`src/rtl/decode_stage_pl.sv`:
```
// -----------------------------------------------------------------------------
// decode_stage_pl
//
// Decode stage of the 5-stage RISC-V pipeline. Holds the IF/ID pipeline
// register, the integer register file (with WB-to-ID write-through bypass),
// immediate generation for every base format, and load-use hazard detection.
//
// Ports
//   clk, rst                    clock (rising edge), async active-high reset
//   instr_f, pc_f, pc_plus4_f   fetched instruction and its PCs
//   valid_f                     instr_f is a real instruction
//   flush_d                     squash IF/ID (branch/jump resolved in EX)
//   mem_read_e, rd_e            EX-stage load flag and destination
//   reg_write_w, rd_w, result_w WB-stage register write port
//   stall_f                     hold PC/fetch this cycle
//   flush_e                     insert a bubble into ID/EX at the next edge
//   valid_d, pc_d, pc_plus4_d   IF/ID contents
//   opcode_d .. rd_d            decoded instruction fields
//   rd1_d, rd2_d                register operands (bypassed from WB)
//   imm_val_d                   sign-extended immediate
//
// Flow control: valid_f/valid_d mark real instructions; there is no ready
// signal. When stall_f is high fetch must present the same instruction again
// because IF/ID ignores instr_f that cycle. flush_d overrides the hold.
// -----------------------------------------------------------------------------
module decode_stage_pl #(
  parameter int          ADDRESS_WIDTH  = 32,
  parameter int          DATA_WIDTH     = 32,
  parameter int          REG_ADDR_WIDTH = 5,
  parameter logic [31:0] NOP_INSTR      = 32'h00000013
) (
  input  logic                      clk,
  input  logic                      rst,
  input  logic [31:0]               instr_f,
  input  logic [ADDRESS_WIDTH-1:0]  pc_f,
  input  logic [ADDRESS_WIDTH-1:0]  pc_plus4_f,
  input  logic                      valid_f,
  input  logic                      flush_d,
  input  logic                      mem_read_e,
  input  logic [REG_ADDR_WIDTH-1:0] rd_e,
  input  logic                      reg_write_w,
  input  logic [REG_ADDR_WIDTH-1:0] rd_w,
  input  logic [DATA_WIDTH-1:0]     result_w,
  output logic                      stall_f,
  output logic                      flush_e,
  output logic                      valid_d,
  output logic [ADDRESS_WIDTH-1:0]  pc_d,
  output logic [ADDRESS_WIDTH-1:0]  pc_plus4_d,
  output logic [6:0]                opcode_d,
  output logic [2:0]                funct3_d,
  output logic                      funct7b5_d,
  output logic [REG_ADDR_WIDTH-1:0] rs1_d,
  output logic [REG_ADDR_WIDTH-1:0] rs2_d,
  output logic [REG_ADDR_WIDTH-1:0] rd_d,
  output logic [DATA_WIDTH-1:0]     rd1_d,
  output logic [DATA_WIDTH-1:0]     rd2_d,
  output logic [DATA_WIDTH-1:0]     imm_val_d
);

  localparam int NUM_REGS = 2 ** REG_ADDR_WIDTH;

  localparam logic [6:0] OP_R      = 7'b0110011;
  localparam logic [6:0] OP_IMM    = 7'b0010011;
  localparam logic [6:0] OP_LOAD   = 7'b0000011;
  localparam logic [6:0] OP_STORE  = 7'b0100011;
  localparam logic [6:0] OP_BRANCH = 7'b1100011;
  localparam logic [6:0] OP_JALR   = 7'b1100111;
  localparam logic [6:0] OP_SYSTEM = 7'b1110011;
  localparam logic [6:0] OP_LUI    = 7'b0110111;
  localparam logic [6:0] OP_AUIPC  = 7'b0010111;
  localparam logic [6:0] OP_JAL    = 7'b1101111;

  // IF/ID pipeline register
  logic [31:0]              instr_q;
  logic [ADDRESS_WIDTH-1:0] pc_q;
  logic [ADDRESS_WIDTH-1:0] pc_plus4_q;
  logic                     valid_q;

  logic [DATA_WIDTH-1:0] regs [NUM_REGS];

  logic [6:0]                opcode;
  logic [REG_ADDR_WIDTH-1:0] rs1;
  logic [REG_ADDR_WIDTH-1:0] rs2;
  logic [REG_ADDR_WIDTH-1:0] rd_raw;
  logic                      uses_rs1;
  logic                      uses_rs2;
  logic                      load_use;
  logic                      no_writeback;
  logic [31:0]               imm32;

  assign opcode = instr_q[6:0];
  assign rs1    = REG_ADDR_WIDTH'(instr_q[19:15]);
  assign rs2    = REG_ADDR_WIDTH'(instr_q[24:20]);
  assign rd_raw = REG_ADDR_WIDTH'(instr_q[11:7]);

  // ---------------------------------------------------------------------------
  // Hazard detection
  // ---------------------------------------------------------------------------
  always_comb begin
    uses_rs1 = 1'b0;
    uses_rs2 = 1'b0;
    case (opcode)
      OP_R, OP_STORE, OP_BRANCH: begin
        uses_rs1 = 1'b1;
        uses_rs2 = 1'b1;
      end
      OP_IMM, OP_LOAD, OP_JALR: uses_rs1 = 1'b1;
      default: ;
    endcase
  end

  // One bubble is enough: the bubble clears mem_read_e in EX next cycle.
  assign load_use = valid_q && mem_read_e && (rd_e != '0) &&
                    ((uses_rs1 && (rs1 == rd_e)) || (uses_rs2 && (rs2 == rd_e)));

  assign stall_f = load_use;
  assign flush_e = load_use;

  // ---------------------------------------------------------------------------
  // IF/ID register: flush beats the load-use hold
  // ---------------------------------------------------------------------------
  always_ff @(posedge clk or posedge rst) begin
    if (rst) begin
      instr_q    <= NOP_INSTR;
      pc_q       <= '0;
      pc_plus4_q <= '0;
      valid_q    <= 1'b0;
    end else if (flush_d) begin
      instr_q    <= NOP_INSTR;
      pc_q       <= '0;
      pc_plus4_q <= '0;
      valid_q    <= 1'b0;
    end else if (!load_use) begin
      instr_q    <= instr_f;
      pc_q       <= pc_f;
      pc_plus4_q <= pc_plus4_f;
      valid_q    <= valid_f;
    end
  end

  // ---------------------------------------------------------------------------
  // Register file (x0 is never written and always reads zero)
  // ---------------------------------------------------------------------------
  always_ff @(posedge clk or posedge rst) begin
    if (rst) begin
      for (int i = 0; i < NUM_REGS; i++) regs[i] <= '0;
    end else if (reg_write_w && (rd_w != '0)) begin
      regs[rd_w] <= result_w;
    end
  end

  // WB writes in the same cycle are visible to decode immediately.
  always_comb begin
    rd1_d = regs[rs1];
    if (rs1 == '0)
      rd1_d = '0;
    else if (reg_write_w && (rd_w == rs1))
      rd1_d = result_w;
  end

  always_comb begin
    rd2_d = regs[rs2];
    if (rs2 == '0)
      rd2_d = '0;
    else if (reg_write_w && (rd_w == rs2))
      rd2_d = result_w;
  end

  // ---------------------------------------------------------------------------
  // Immediate generation (built at 32 bits, then sign-extended)
  // ---------------------------------------------------------------------------
  always_comb begin
    imm32 = '0;
    case (opcode)
      OP_IMM, OP_LOAD, OP_JALR, OP_SYSTEM:
        imm32 = {{20{instr_q[31]}}, instr_q[31:20]};
      OP_STORE:
        imm32 = {{20{instr_q[31]}}, instr_q[31:25], instr_q[11:7]};
      OP_BRANCH:
        imm32 = {{19{instr_q[31]}}, instr_q[31], instr_q[7], instr_q[30:25],
                 instr_q[11:8], 1'b0};
      OP_LUI, OP_AUIPC:
        imm32 = {instr_q[31:12], 12'b0};
      OP_JAL:
        imm32 = {{11{instr_q[31]}}, instr_q[31], instr_q[19:12], instr_q[20],
                 instr_q[30:21], 1'b0};
      default: imm32 = '0;
    endcase
  end

  assign imm_val_d = DATA_WIDTH'($signed(imm32));

  // ---------------------------------------------------------------------------
  // Field outputs
  // ---------------------------------------------------------------------------
  // Bubbles, stores and branches must never write back.
  assign no_writeback = !valid_q || (opcode == OP_STORE) || (opcode == OP_BRANCH);

  assign valid_d    = valid_q;
  assign pc_d       = pc_q;
  assign pc_plus4_d = pc_plus4_q;
  assign opcode_d   = opcode;
  assign funct3_d   = instr_q[14:12];
  assign funct7b5_d = instr_q[30];
  assign rs1_d      = rs1;
  assign rs2_d      = rs2;
  assign rd_d       = no_writeback ? '0 : rd_raw;

endmodule

```
`config.mk`:
```
export PLATFORM = sky130hd
export DESIGN_NAME = decode_stage_pl
export DESIGN_NICKNAME = d
export VERILOG_FILES = /design/src/rtl/decode_stage_pl.sv
export SDC_FILE = /design/constraint.sdc
export NUM_CORES = 2
export LEC_CHECK = 0
export BUFFER_PORTS_ARGS = -buffer_cell sky130_fd_sc_hd__buf_2
export CORE_ASPECT_RATIO = 1.5
export CORE_MARGIN = 2
export CORE_UTILIZATION = 30
export CTS_BUF_LIST = sky130_fd_sc_hd__clkbuf_2 sky130_fd_sc_hd__clkbuf_4 sky130_fd_sc_hd__clkbuf_8
export CTS_CLUSTER_SIZE = 40
export DETAILED_ROUTE_END_ITERATION = 10
export GPL_TIMING_DRIVEN = 0
export HOLD_SLACK_MARGIN = 0.02
export PLACE_DENSITY = 0.57
export SETUP_SLACK_MARGIN = 0.1
export SYNTH_ARGS = -nofsm -noshare
export SYNTH_HDL_FRONTEND = slang
export SYNTH_SLANG_ARGS = --single-unit
export TNS_END_PERCENT = 30
```
`constraint.sdc`:
```
create_clock -name clk -period 46.6 [get_ports clk]
set_input_delay 2.33 -clock clk [delete_from_list [all_inputs] [get_ports clk]]
set_output_delay 2.33 -clock clk [all_outputs]
set_load 0.1 [all_outputs]
```
* Yosys cells after proc, flatten, opt, wreduce, memory -nomap -nowiden
Index checks and enable logic that the tools add are counted.
Storage, ports and cells: register bits after elaboration 1121, logic and storage cells 104
Operators by class: order comparisons 4, eq/ne operators 15, muxes and demuxes 25, bitwise operators 3, reductions and logical operators 21
Operators with widths (number):
- $bwmux 1024 | 1
- $mux 32 | 15
- $bmux 32 s5 | 2
- $demux 32 s5 | 1
- $pmux 32 s5 | 1
- $eq 7x7->1 const B | 4
- $eq 7x6->1 const B | 3
- $eq 5x5->1 | 4
- $ge 6x6->1 const B | 3
- $not 5->6 | 3
- $eq 7x5->1 const B | 2
- $logic_not 5->1 | 2
- $reduce_bool 5->1 | 2
- $logic_and 1x1->1 | 9
- $eq 7x2->1 const B | 1
- $lt 6x1->1 const B | 1
- $reduce_or 6->1 | 1
- $mux 5 | 1
- $mux 1 | 4
- $reduce_or 4->1 | 1
- $logic_or 1x1->1 | 3
- $reduce_or 3->1 | 1
- $ne 2x2->1 const B | 1
- $reduce_or 2->1 | 1
- $logic_not 1->1 | 1

* Longest topological paths before layout
depth in word-level cells 8, mapped depth 11, gate-level depth less buffers 6

* Least setup slack after synthesis
OpenSTA, ideal clock, no wires.
path type in2out, start point input port rd_w[0], end point output port rd2_d[24], arrival 5.627 ns, setup slack 38.643 ns, stages 7, cell sequence buf_4 > xor2_1 > nor4_2 > nand3_1 > clkbuf_1 > o211a_1 > nor3_1
On the way: longest elaborated chain between the ends 4
RTL lines:
- start, declared | line 42 | input logic [REG_ADDR_WIDTH-1:0] rd_w,
- $eq 5x5->1 | line 165 | else if (reg_write_w && (rd_w == rs2))
- $logic_and 1x1->1 | line 165
- $mux 32 | line 165
- $mux 32 | line 163 | if (rs2 == '0)
- end, declared | line 56 | output logic [DATA_WIDTH-1:0] rd2_d,
No other way between the ends.

* Final worst setup path
start point register instr_q[22], end point output port rd2_d[6]
On the way: longest elaborated chain between the ends 6, elaborated cells between the ends (all ways) 9
RTL lines:
- start, declared | line 74 | logic [31:0] instr_q;
- start signal, assigned | line 134 | instr_q <= instr_f;
- $not 5->6 (implied by the code) | line 162 | rd2_d = regs[rs2];
- $bmux 32 s5 | line 162
- $mux 32 (implied by the code) (2 in a row) | line 162
- $mux 32 | line 165
- $mux 32 (*) | line 163
Every way passes the cells marked *; elsewhere a longest branch is shown, timed or not. The select of a mux whose other input is x is not followed.

==> parameters.txt <==
Parameter                              Value

Die
  Core box area ... 200000 µm²
  Initial core utilization ... 0.302
  I/O pin cnt ... 333
  Die boundary height ... 553 µm
  Row cnt ... 201
  Die span in x ... 370 µm
  Overall die area ... 205000 µm²

Global routing
  Pin count of the biggest net entering global routing ... 130
  Global routing usage summed across all routing layers ... 0.333
  Via count of the first global-routing pass ... 47100
  Antenna violations before repair ... 55
  Final global-route overflow total ... 0
  Global-route wire length before repair ... 450000 µm

Worst hold path
  Number of stages on the worst hold path ... 1
  Worst hold start ... regs[1004]
  HP Class ... reg -> reg

Worst setup path
  Most common cell on crit path ... sky130_fd_sc_hd__buf_2
  Dominant delay contributor by cell family on the critical path ... buffers and inverters
  Launching instance or port of the critical path ... instr_q[22]
  Worst path required time ... 44.27 ns
  CP max FO ... 10
  Largest incremental delay on the critical path ... 1.28 ns
  CP arrival ... 7.69 ns
  Nature of the critical path endpoint ... primary output
  Type of the setup path with the least slack ... reg -> out
  RR Startpoint ... instr_q[22]
  Launching element type of the critical path ... register
  Critical Path Stages ... 9
  Cell-by-cell trace of the critical path ... buf_2 > buf_2 > buf_1 > clkbuf_1 > o21ai_0 > nand4_1 > nor2_1 > nor3_1 > buf_2
  Master of the slowest instance on the critical path ... sky130_fd_sc_hd__clkbuf_1
  Worst R2R Path Depth ... 6
  Crit path buf inv count ... 5

Clock network
  CTS sink cnt ... 1121
  Post-CTS Repair Setup Buffers ... 0
  CTS tree ... built
  Source-to-sink clock delay at the later pin of the worst-skew pair ... 0.98 ns
  Longest Clk Path Bufs ... 4
  Clock-pin slew of the registers on the worst-case setup and hold paths ... 0.06 ns
  Number of levels the H-tree was split into ... 4
  Resized Gates After CTS ... 0
  Clock root cell ... sky130_fd_sc_hd__clkbuf_8
  Total clock buffers created by CTS ... 196
  Number of buffers added to fix hold violations after cts ... 0

Final layout
  Fraction of final layout cells with drive strength greater than 1 ... 0.464
  Number of nets in the final layout ... 5057
  Post-Route Utilization ... 0.351
  Filler cells ... 19800
  Syn-to-layout area delta ... 16.2%
  Final instance area ... 70200 µm²

Synthesis
  Leading register cell type out of synthesis ... sky130_fd_sc_hd__dfrtp_1
  Area fraction in and, or, nand and nor cells after synthesis ... 0.0377
  #FFs+latches synth ... 1121
  Sequential cell area fraction in the yosys report ... 0.465
  Netlist cell types ... 74
  Count of warnings emitted by yosys ... 0
  Top-count cell post-synth ... sky130_fd_sc_hd__dfrtp_1
  Average footprint of a synthesized cell ... 13.8 µm²
  Area share of the leading cell type in the synthesized netlist ... 0.463
  Share of the synthesized area in compound gates (AO/OA/AOI/OAI) ... 0.0544
  FFs w/ async S/R, synth ... 1.00
  Most common library cells after synthesis ... sky130_fd_sc_hd__dfrtp_1 (1118), sky130_fd_sc_hd__mux2_2 (1012), sky130_fd_sc_hd__mux4_2 (389)
  Dominant combinational cell family by area after synthesis ... multiplexers
  Total nets after synthesis ... 4515
  Gate count of the mapped netlist ... 4371
  Adder and majority gate portion of the synthesized area ... 0
  Cell taking the most area after synthesis ... sky130_fd_sc_hd__dfrtp_1
  Post-synth EDFFs ... 0
  Post-synthesis instance area ... 60400 µm²
  Share of the synthesized netlist area taken by xor and xnor gates ... 0.00305
  Multiplexer area fraction after synthesis ... 0.397
  Leading post-synthesis cells by cell area ... sky130_fd_sc_hd__dfrtp_1 (46%), sky130_fd_sc_hd__mux2_2 (19%), sky130_fd_sc_hd__mux4_2 (15%)

Run
  Max-cap check violation count ... 22

STA
  Hold slack ... 0.488 ns
  Number of hold-slack violations in the final timing report ... 0
  Max_slew headroom ... -0.154
  Final TNS setup ... 0 ns
  RSZ-0062 raised after global routing ... no
  F_max ... 0.0998 GHz
  Measured slew at the worst slew-check pin ... 1.73 ns
  Largest clock skew in the final design ... 0.0285 ns
  Number of pins with negative max-slew slack in the final report ... 198
  Number of setup violations in the final report ... 0
  Min cycle time layout ... 10.02 ns
  Fraction of the cycle the final worst path needs ... 0.215

Detailed routing
  Wire length per cell after detailed routing ... 44.8 µm
  Drt drc ... 0
  Vias per Instance ... 6.28
  Drt first-iter violations ... 6801
  Number of vias in the routed layout ... 48600
  Total routed wirelength ... 346000 µm
  Number of nets with antenna violations after detailed routing ... 0
  Iteration count of the initial detailed-routing pass ... 6

Outcome
  Violated checks ... capacitance limit, slew limit
  Result of the run ... finished with violations

Placed design
  Final Wtd Congestion ... 1.09
  Standard cell area after detailed placement ... 65700 µm²
  Detailed placer's ending HPWL ... 238000 µm
  Count of buffers inserted at the top-level ports ... 325

Power and ir drop
  Peak supply drop ... 22.3 µV
  Leakage ... 31.1 nW
  Power per standard cell area ... 44.4 nW/µm²
  Power consumption ... 3.12 mW
-- worst reg2reg max path, stage by stage (launching register included) --
cell	delay, ns
sky130_fd_sc_hd__dfrtp_1	0.70
sky130_fd_sc_hd__buf_2	0.39
sky130_fd_sc_hd__buf_2	0.64
sky130_fd_sc_hd__buf_1	1.07
sky130_fd_sc_hd__clkbuf_2	0.78
sky130_fd_sc_hd__mux2i_1	0.17
sky130_fd_sc_hd__nor2_1	0.12
-- layout make-up --
| type | instances | area (µm²) | share of cell area |
|---|---|---|---|
| Antenna cell | 36 | 90.1 | 0.00128 |
| Buffer | 490 | 2620 | 0.0373 |
| Clock buffer | 313 | 3860 | 0.0551 |
| Clock inverter | 32 | 393 | 0.00560 |
| Inverter | 11 | 48.8 | 0.000695 |
| Multi-Input combinational cell | 2749 | 29700 | 0.424 |
| Sequential cell | 1121 | 28100 | 0.400 |
| Tap cell | 2639 | 3300 | 0.0471 |
| Timing Repair Buffer | 344 | 2060 | 0.0293 |
-- registers in the layout, summed over array words and instances (netlist names) --
name        count
instr_q        32
pc_d           32
pc_plus4_d     32
regs         1024
valid_d         1
-- power by group --
part / internal (mW) / switching (mW)
clock network: 0.568 / 0.472
logic: 0.318 / 0.476
registers: 1.15 / 0.136
-- kinds of logic after synthesis --
logic type | after synthesis
muxes | 1779
DFF | 1121
buffers and inverters | 501
and+or+nand+nor | 491
AOI/OAI and AO/OA | 458
xor gates and xnor gates | 21
-- through the flow --
stage	setup slack, ns	std cells
4_1_cts	37.24	7696
5_1_grt	37.14	7707
2_1_floorplan	12.71	4371
3_5_place_dp	38.14	7351
3_3_place_gp	-0.925	7335
6_report	36.58	7735
-- placed cells by master (no fill, tap or decap), types with 42 or more instances in the layout --
cell type / instances
sky130_fd_sc_hd__buf_1: 45
sky130_fd_sc_hd__mux2i_1: 377
sky130_fd_sc_hd__a22oi_1: 42
sky130_fd_sc_hd__clkbuf_8: 242
sky130_fd_sc_hd__nor2_1: 185
sky130_fd_sc_hd__dfrtp_1: 1118
sky130_fd_sc_hd__clkbuf_4: 71
sky130_fd_sc_hd__clkbuf_1: 214
sky130_fd_sc_hd__o22ai_1: 46
sky130_fd_sc_hd__nand2_1: 124
sky130_fd_sc_hd__buf_4: 62
sky130_fd_sc_hd__buf_2: 427
sky130_fd_sc_hd__o21ai_0: 50
sky130_fd_sc_hd__mux4_2: 389
sky130_fd_sc_hd__a21oi_1: 74
sky130_fd_sc_hd__mux2_2: 1012
-- per-layer routing --
layer / part of all wire / wire (µm) / GRT usage / up-vias
met5: 0.0014 / 475 / 0.00878 / -
met4: 0.12 / 40900 / 0.317 / 28
met3: 0.12 / 40100 / 0.132 / 1380
met2: 0.43 / 148000 / 0.480 / 3855
met1: 0.34 / 117000 / 0.370 / 25600
li1: - / - / - / 17700
-- path summary, 6_finish.rpt --
path	to	slack, ns
worst max-delay path	rd2_d[6]	36.58
worst min-delay path	regs[1004]	0.49
worst max register to register	instr_q[22]	42.65
worst min register to register	regs[1004]	0.49
max in group asynchronous	regs[994]	42.24
min in group asynchronous	instr_q[23]	1.42
Note: power is estimated with default switching activity, not from simulation.
